--- config.mk ---
export PLATFORM = sky130hd
export DESIGN_NAME = col_sel_seq
export DESIGN_NICKNAME = d
export VERILOG_FILES = /design/src/rtl/col_sel_seq.sv
export SDC_FILE = /design/constraint.sdc
export NUM_CORES = 1
export LEC_CHECK = 0
export CAP_MARGIN = 20
export CELL_PAD_IN_SITES_DETAIL_PLACEMENT = 1
export CELL_PAD_IN_SITES_GLOBAL_PLACEMENT = 2
export CORE_MARGIN = 1.5
export CORE_UTILIZATION = 31
export DETAILED_ROUTE_END_ITERATION = 12
export MAX_ROUTING_LAYER = met4
export PLACE_DENSITY_LB_ADDON = 0.1
export SYNTH_ARGS = -nofsm -noshare
export SYNTH_HDL_FRONTEND = slang
export SYNTH_SLANG_ARGS = --single-unit
--- constraint.sdc ---
create_clock -name i_clk -period 2.25 [get_ports i_clk]
set_clock_uncertainty 0.1 [all_clocks]
set_input_delay 0.45 -clock i_clk [delete_from_list [all_inputs] [get_ports i_clk]]
set_output_delay 0.45 -clock i_clk [all_outputs]
set_load 0.1 [all_outputs]
--- src/rtl/col_sel_seq.sv ---
// Column-select sequencer: four loadable column banks stepped onto a 4:1 mux select,
// each slot held for a programmable number of accepted beats.
module col_sel_seq #(
   parameter int COL    = 3,
   parameter int HOLD_W = 4
) (
   input  logic              i_clk,
   input  logic              i_rst_n,
   input  logic              i_load_en,
   input  logic [1:0]        i_load_idx,
   input  logic [COL-1:0]    i_load_data,
   input  logic              i_start,
   input  logic [HOLD_W-1:0] i_hold,
   input  logic              i_ready,
   output logic [COL-1:0]    o_data1,
   output logic [COL-1:0]    o_data2,
   output logic [COL-1:0]    o_data3,
   output logic [COL-1:0]    o_data4,
   output logic [1:0]        o_sel,
   output logic              o_valid,
   output logic              o_busy,
   output logic              o_done
);

   // state | meaning
   // IDLE  | banks writable, waiting for start
   // RUN   | presenting beats, stepping o_sel 0..3
   // DONE  | one-cycle completion pulse, then back to IDLE
   localparam logic [1:0] ST_IDLE = 2'd0;
   localparam logic [1:0] ST_RUN  = 2'd1;
   localparam logic [1:0] ST_DONE = 2'd2;

   logic [1:0]        state_q, state_d;
   logic [COL-1:0]    bank_q [4];
   logic [COL-1:0]    bank_d [4];
   logic [1:0]        sel_q, sel_d;
   logic [HOLD_W-1:0] beat_cnt_q, beat_cnt_d;
   logic [HOLD_W-1:0] hold_q, hold_d;
   logic              valid_q, valid_d;
   logic              busy_q, busy_d;
   logic              done_q, done_d;

   always_comb begin
      state_d    = state_q;
      sel_d      = sel_q;
      beat_cnt_d = beat_cnt_q;
      hold_d     = hold_q;
      for (int i = 0; i < 4; i++) bank_d[i] = bank_q[i];

      case (state_q)
         ST_IDLE: begin
            if (i_load_en) bank_d[i_load_idx] = i_load_data;
            if (i_start) begin
               hold_d     = i_hold;
               sel_d      = 2'd0;
               beat_cnt_d = '0;
               state_d    = ST_RUN;
            end
         end
         ST_RUN: begin
            // o_valid is always high here, so i_ready alone marks an accepted beat
            if (i_ready) begin
               if (beat_cnt_q < hold_q) begin
                  beat_cnt_d = beat_cnt_q + 1'b1;
               end else if (sel_q != 2'd3) begin
                  sel_d      = sel_q + 1'b1;
                  beat_cnt_d = '0;
               end else begin
                  state_d = ST_DONE;
               end
            end
         end
         ST_DONE: begin
            state_d    = ST_IDLE;
            sel_d      = 2'd0;
            beat_cnt_d = '0;
         end
         default: begin
            state_d    = ST_IDLE;
            sel_d      = 2'd0;
            beat_cnt_d = '0;
         end
      endcase

      valid_d = (state_d == ST_RUN);
      busy_d  = (state_d != ST_IDLE);
      done_d  = (state_d == ST_DONE);
   end

   always_ff @(posedge i_clk or negedge i_rst_n) begin
      if (!i_rst_n) begin
         state_q    <= ST_IDLE;
         sel_q      <= 2'd0;
         beat_cnt_q <= '0;
         hold_q     <= '0;
         valid_q    <= 1'b0;
         busy_q     <= 1'b0;
         done_q     <= 1'b0;
         for (int i = 0; i < 4; i++) bank_q[i] <= '0;
      end else begin
         state_q    <= state_d;
         sel_q      <= sel_d;
         beat_cnt_q <= beat_cnt_d;
         hold_q     <= hold_d;
         valid_q    <= valid_d;
         busy_q     <= busy_d;
         done_q     <= done_d;
         for (int i = 0; i < 4; i++) bank_q[i] <= bank_d[i];
      end
   end

   assign o_data1 = bank_q[0];
   assign o_data2 = bank_q[1];
   assign o_data3 = bank_q[2];
   assign o_data4 = bank_q[3];
   assign o_sel   = sel_q;
   assign o_valid = valid_q;
   assign o_busy  = busy_q;
   assign o_done  = done_q;

endmodule

==> Word-level counts from Yosys, hierarchy flattened <==
Index checks and enable logic that the tools add are counted.
{ "word_totals": {"register_bits": 27, "latch_bits": 0, "ramBits": 0, "mem_bits_ro": 0, "out_inout_bits": 17, "memories": 0} }
{ "op_classes": {"addsub": 2, "n_mul": 0, "n_div": 0, "n_lt_le_gt_ge": 3, "n_eq_ne": 9, "n_shift": 0, "muxes": 18, "bitwise_logic": 1, "n_reduce_logical": 7} }
{ "op_table": {"columns": ["operator", "count"], "rows": [
  ["2-bit 2-to-1 mux", 8],
  ["4-bit 2-to-1 mux", 4],
  ["12-bit bitwise mux", 1],
  ["2-bit inequality test, second input constant", 5],
  ["2-bit one-hot mux with 2 select lines", 2],
  ["4-bit one-hot mux with 2 select lines", 1],
  ["3-bit demux with 2-bit select", 1],
  ["4-bit by 1-bit adder with 4-bit output, second input constant", 1],
  ["2-bit by 1-bit equality test with 1-bit output, second input constant", 2],
  ["4-bit < comparator", 1],
  ["2-bit AND reduction", 2],
  ["4-bit AND reduction", 1],
  ["3-bit >= comparator, second input constant", 1],
  ["3-bit by 1-bit < comparator with 1-bit output, second input constant", 1],
  ["3-bit 2-to-1 mux", 1],
  ["3-bit inequality test, second input constant", 1],
  ["2-bit inverter with 3-bit output", 1],
  ["3-bit AND reduction", 1],
  ["2-bit by 1-bit adder with 2-bit output, second input constant", 1],
  ["2-bit equality test, second input constant", 1],
  ["2-bit logical NOT", 1],
  ["2-bit nonzero test", 1],
  ["1-bit logical AND", 1]
]} }

==> Logic depth before layout (Yosys ltp) <==
Gate-level depths: netlist of the first run.
{ "logic_depth": {"ltp_word": 6, "mapped_depth": 6, "mapped_depth_nobuf": 6} }

==> Worst setup path after synthesis of the first run <==
No wires, ideal clock.
{ "synth_path": {"path_type": "reg-to-reg", "startpoint": "register sel_q[0], in the netlist o_sel[0]", "endpoint": "register sel_q[0], in the netlist o_sel[0]", "setup_time_ns": 0.161, "t_arrival_ns": 1.530, "required_ns": 1.989, "slack_ns": 0.459, "path_stages_with_launch": 4, "path_buffers": 0, "cell_sequence": "dfrtp_1 ha_1 nor3_1 o32ai_1"} }
{ "synth_between": {"elab_chain_len": 5} }
{ "synth_lines": {"columns": ["item", "line", "text"], "rows": [
  ["from (decl)", "36", "logic [1:0] sel_q, sel_d;"],
  ["from (signal assigned)", "102", "sel_q <= sel_d;"],
  ["2-bit by 1-bit adder with 2-bit output", "66", "sel_d = sel_q + 1'b1;"],
  ["2-bit 2-to-1 mux", "65", "end else if (sel_q != 2'd3) begin"],
  ["2-bit 2-to-1 mux", "63", "if (beat_cnt_q < hold_q) begin"],
  ["2-bit 2-to-1 mux", "62", "if (i_ready) begin"],
  ["2-bit one-hot mux with 2 select lines", "50", "case (state_q)"]
]} }
Parallel ways exist; a longest one is shown, timed or not. The select of a mux whose other input is x is not followed.
A chain may end at the register's enable or synchronous reset.

==> Worst setup path after layout of the first run <==
{ "layout_path": {"startpoint": "register beat_cnt_q[1]", "endpoint": "register beat_cnt_q[1]"} }
{ "layout_between": {"elab_chain_len": 4} }
{ "layout_lines": {"columns": ["item", "line", "text"], "rows": [
  ["from (decl)", "37", "logic [HOLD_W-1:0] beat_cnt_q, beat_cnt_d;"],
  ["from (signal assigned)", "103", "beat_cnt_q <= beat_cnt_d;"],
  ["4-bit by 1-bit adder with 4-bit output or 4-bit < comparator (tied branches)", "64, 63", null],
  ["4-bit 2-to-1 mux", "63", null],
  ["4-bit 2-to-1 mux", "62", null],
  ["4-bit one-hot mux with 2 select lines", "50", null]
]} }
Parallel ways exist; a longest one is shown, timed or not. The select of a mux whose other input is x is not followed.

==> flow_metrics.tcl, run 1 <==
set metrics [dict create \
    cts_tree "built" \
    grt_pass1_wl_um 4485 \
    min_path_type "register to register" \
    tightest_slew_ns 0.3543 \
    firstDrtPassIters 4 \
    ys_warn_count 0 \
    maxCapViolCount 0 \
    grt_pass1_vias 948 \
    diodes 0 \
    via_per_inst 4.973 \
    grt-ovfl-total 0 \
    synth_nets 118 \
    cts-buffers-inserted 3 \
    layout.nets 154 \
    synth_area_um2 1251 \
    hold_slack_ns 0.4066 \
    rsz0062_at_grt "false" \
    finalMaxSlewViolations 0 \
    fin_crit_ns 1.879 \
    grt_max_degree 28 \
    dr_total_vias 905 \
    ys_async_sr_fraction 1.000 \
    finalSetupTns_ns 0 \
    start_kind "register" \
    ant_nets 0 \
    layout_commonest_cell "dfrtp_1" \
    outcome "complete, no violations" \
    postCtsHoldBufs 0 \
    worst-endpoint-required_ns 2.30 \
    start_util 0.3318 \
    wl_met3_um 138 \
    track_usage 0.1362 \
    dp_hpwl_um 2049 \
    cts.clk_slew.worst_paths_ns 0.10 \
    cts_buffer_depth 2 \
    io-pin-count 31 \
    layout_common_cells "27 x dfrtp_1, 18 x buf_4, 16 x mux2_2" \
    critical_path_class "register to register" \
    place_inst 178 \
    setup_viol_count_final 0 \
    place_area_um2 1577 \
    drive_gt1_frac 0.3433 \
    ys_ff_latch 27 \
    root_buffer "clkbuf_8" \
    gp_congestion 0.6871 \
    drtIter0Drc 10 \
    totalWireLength_um 2628 \
    finalHoldViolations 0 \
    critPathMaxFanout 8 \
    design_area_um2 1622 \
    max_freq_mhz 532.2 \
    worst-endpoint-arrival_ns 1.93 \
    antenna_found_initial 0 \
    ys_seq_area_frac 0.5400 \
    highest_layer "met4" \
    final_cells 182 \
    fin_crit_sh 0.8351 \
    htreeDepth 1 \
    met2WireLength_um 1302 \
    yosys_most_used_dff "dfrtp_1" \
    die_y_um 66.53 \
    synth-edff-count 0 \
    netlist-cell-type-count 32 \
    post_cts_buffers 0 \
    cts_resized 0 \
    syn_avg_cell_area_um2 12.64 \
    die_area_um2 4426 \
    clk_latency_ns 0.27 \
    area.growth.synth_to_final_pct 29.60 \
    setup.worst_path.end_class "register" \
    numClockSinks 27 \
    drc_errors 0 \
    slew_headroom 0.7638 \
    rows 22 \
    io_buffers 30 \
    die_w_um 66.53 \
    syn-instance-count 99 \
    wl_met1_um 1178 \
    wl_per_cell_um 14.44 \
    core_um2 3771 \
]
[metrics by stage]
stage,worst slack [ns],utilization
after floorplan,0.4592,-
after global placement,0.3533,0.4180
after detailed placement,0.3355,0.4180
after CTS,0.3550,0.4300
after global routing,0.2344,0.4300
final,0.3709,0.4300
[per-layer routing]
metal | GRT usage | up-vias
met5 | - | -
met4 | 0.03827 | 0
met3 | 0.01858 | 2
met2 | 0.2225 | 21
met1 | 0.1781 | 449
li1 | - | 433
[cells by family after synthesis]
| logic type | count (synthesis) | share of synthesized area |
|---|---|---|
| buffers and inverters | 7 | 0.02100 |
| adder cells (fa/ha/maj) | 5 | 0.05000 |
| AO/OA/AOI/OAI | 18 | 0.1020 |
| AND/OR/NAND/NOR | 25 | 0.1350 |
| flip-flops | 27 | 0.5400 |
| multiplexers | 17 | 0.1520 |
[area by class of cell]
cell class | count | area, um2
clock buffers | 4 | 45.04
fillers | 402 | 2150
inverters | 7 | 26.28
multi-input cells | 65 | 549.3
flip-flops and latches | 27 | 675.6
well taps | 48 | 60.06
repair buffers | 31 | 265.3
[path summary, 6_finish.rpt]
path | startpoint | endpoint | slack, ns | cells after the start
worst max-delay path | beat_cnt_q[1] | beat_cnt_q[1] | 0.37 | 5
worst min-delay path | hold_q[0] | hold_q[0] | 0.41 | 1
worst max register to register | beat_cnt_q[1] | beat_cnt_q[1] | 0.37 | 5
worst min register to register | hold_q[0] | hold_q[0] | 0.41 | 1
max in group asynchronous | i_rst_n | state_q[0] | 1.34 | 2
min in group asynchronous | i_rst_n | o_data1[1] | 0.45 | 2
[cells in the mapped netlist, drive strengths merged, types with 2 or more instances]
master,number,share of area
and3,3,0.015
o21ai,6,0.030
inv,7,0.021
ha,5,0.050
nand2,8,0.024
o32ai,2,0.014
a21oi,3,0.012
nor3,2,0.012
dfrtp,27,0.54
nand3,2,0.012
nor3b,2,0.025
mux2,16,0.14
[sequential cells by signal, indices dropped and copies added, names as in the netlist, 2 cells and up]
register	count
o_data3	3
hold_q	4
beat_cnt_q	4
o_sel	2
o_data1	3
o_data2	3
o_data4	3
state_q	2
[critical path, stage by stage (launching register included)]
cell	delay, ns
dfrtp_1	0.45
ha_1	0.31
o211ai_1	0.24
o21ai_2	0.17
a31oi_1	0.36
o22ai_1	0.12
Power of run 1 is not shown: default switching activity piles up to over one toggle a cycle in this logic, so the estimate is an artifact.
==> run 2, diff against run 1 <==
==> constraint.sdc (replaced) <==
create_clock -name i_clk -period 2 [get_ports i_clk]
set_clock_uncertainty 0.1 [all_clocks]
set_input_delay 0.4 -clock i_clk [delete_from_list [all_inputs] [get_ports i_clk]]
set_output_delay 0.4 -clock i_clk [all_outputs]
set_load 0.1 [all_outputs]
==> flow_metrics.tcl, run 2 (synthesis gave the netlist of run 1 again) <==
set metrics [dict create \
    regToRegSetupSlack_ns 0.12 \
    ant_nets 0 \
    gp_congestion 0.7158 \
    grt_max_degree 28 \
    drc_errors 0 \
    fin_crit_ns 1.877 \
    htreeDepth 1 \
    postCtsHoldBufs 0 \
    track_usage 0.1464 \
    tightest_slew_ns 0.3927 \
    fin_crit_sh 0.9384 \
    r2r_end "beat_cnt_q[0]" \
    worst-endpoint-arrival_ns 1.92 \
    io_buffers 30 \
    grt_pass1_wl_um 4754 \
    maxCapViolCount 0 \
    antenna_found_initial 0 \
    critPathLaunch "beat_cnt_q[1]" \
    worst-endpoint-required_ns 2.05 \
    numClockSinks 27 \
    cts-buffers-inserted 3 \
    crit_family "compound AO/OA/AOI/OAI gates" \
    cts_tree "built" \
    core_um2 3771 \
    worstSetupEndpoint "beat_cnt_q[0]" \
    reg2reg_depth 5 \
    wl_per_cell_um 15.31 \
    totalWireLength_um 2802 \
    post_cts_buffers 0 \
    start_kind "register" \
    clk_latency_ns 0.27 \
    diodes 0 \
    cp_slowest_cell "dfrtp_1" \
    worstReg2RegStart "beat_cnt_q[1]" \
    rsz0062_at_grt "false" \
    layout.nets 155 \
    die_w_um 66.53 \
    dp_hpwl_um 2230 \
    drive_gt1_frac 0.3556 \
    rows 22 \
    die_y_um 66.53 \
    cpPeakStageDelay_ns 0.43 \
    top_regs "beat_cnt_q (4), hold_q (4)" \
    root_buffer "clkbuf_8" \
    setup_viol_count_final 0 \
    via_per_inst 4.973 \
    layout_common_cells "27 x dfrtp_1, 16 x mux2_2, 13 x clkdlybuf4s50_1" \
    area.growth.synth_to_final_pct 40.30 \
    cp_num_cells 5 \
    cts_resized 0 \
    die_area_um2 4426 \
    grt-ovfl-total 0 \
    max_freq_mhz 532.8 \
    setup.worst_path.end_class "register" \
    firstDrtPassIters 3 \
    finalMaxSlewViolations 0 \
    slew_headroom 0.7377 \
    finalHoldViolations 0 \
    crit_chain "ha_1 > o211ai_1 > o21ai_2 > a31oi_1 > a21oi_1" \
    start_util 0.3318 \
    dr_total_vias 910 \
    cts_buffer_depth 2 \
    cts.clk_slew.worst_paths_ns 0.09 \
    io-pin-count 31 \
    grt_pass1_vias 1024 \
    finalSetupTns_ns 0 \
    outcome "complete, no violations" \
    min_path_type "input port to async pin" \
    drtIter0Drc 37 \
    crit_buf_inv 0 \
    critical_path_class "register to register" \
    critPathMaxFanout 7 \
    layout_commonest_cell "dfrtp_1" \
]
-- run 2: per-stage QoR --
step | hold WS [ns] | area (um2) | util | instances | worst slack, ns
after floorplan | 0.004409 | 1251 | - | 99 | 0.2092
after global routing | 0.4319 | 1755 | 0.4655 | 183 | 0.0001537
after detailed placement | 0.3947 | 1709 | 0.4532 | 179 | 0.08832
after CTS | 0.4170 | 1755 | 0.4655 | 183 | 0.09414
final | 0.4056 | 1755 | 0.4655 | 183 | 0.1231
after global placement | 0.3903 | 1709 | 0.4532 | 179 | 0.1303
-- run 2: worst min-delay path by stage --
stage | start | end | depth (start not counted)
after floorplan | i_rst_n | beat_cnt_q[0] | 0
after global placement | o_data2[1] | o_data2[1] | 1
after detailed placement | hold_q[0] | hold_q[0] | 1
after CTS | hold_q[0] | hold_q[0] | 1
after global routing | i_rst_n | o_data1[2] | 2
final | i_rst_n | o_data2[1] | 2
-- run 2: cell type report --
class                   instances  area (um2)
flip-flops and latches         27       675.6
clock buffers                   3       41.29
repair buffers                 32       397.9
well taps                      48       60.06
clock inverters                 1       5.005
multi-input cells              65       549.3
fillers                       398        2016
inverters                       7       26.28
-- run 2: worst register-to-register path: stages, from the launching register on --
cell	delay (ns)
dfrtp_1	0.43
ha_1	0.31
o211ai_1	0.26
o21ai_2	0.17
a31oi_1	0.37
a21oi_1	0.13
-- run 2: layer usage --
| layer | vias up | GRT usage | part of all wire |
|---|---|---|---|
| li1 | 432 | - | - |
| met1 | 451 | 0.1715 | 0.42 |
| met2 | 23 | 0.2575 | 0.52 |
| met3 | 4 | 0.02365 | 0.046 |
| met4 | 0 | 0.04592 | 0.011 |
| met5 | - | - | 0 |
Power of run 2 is left out for the same reason.
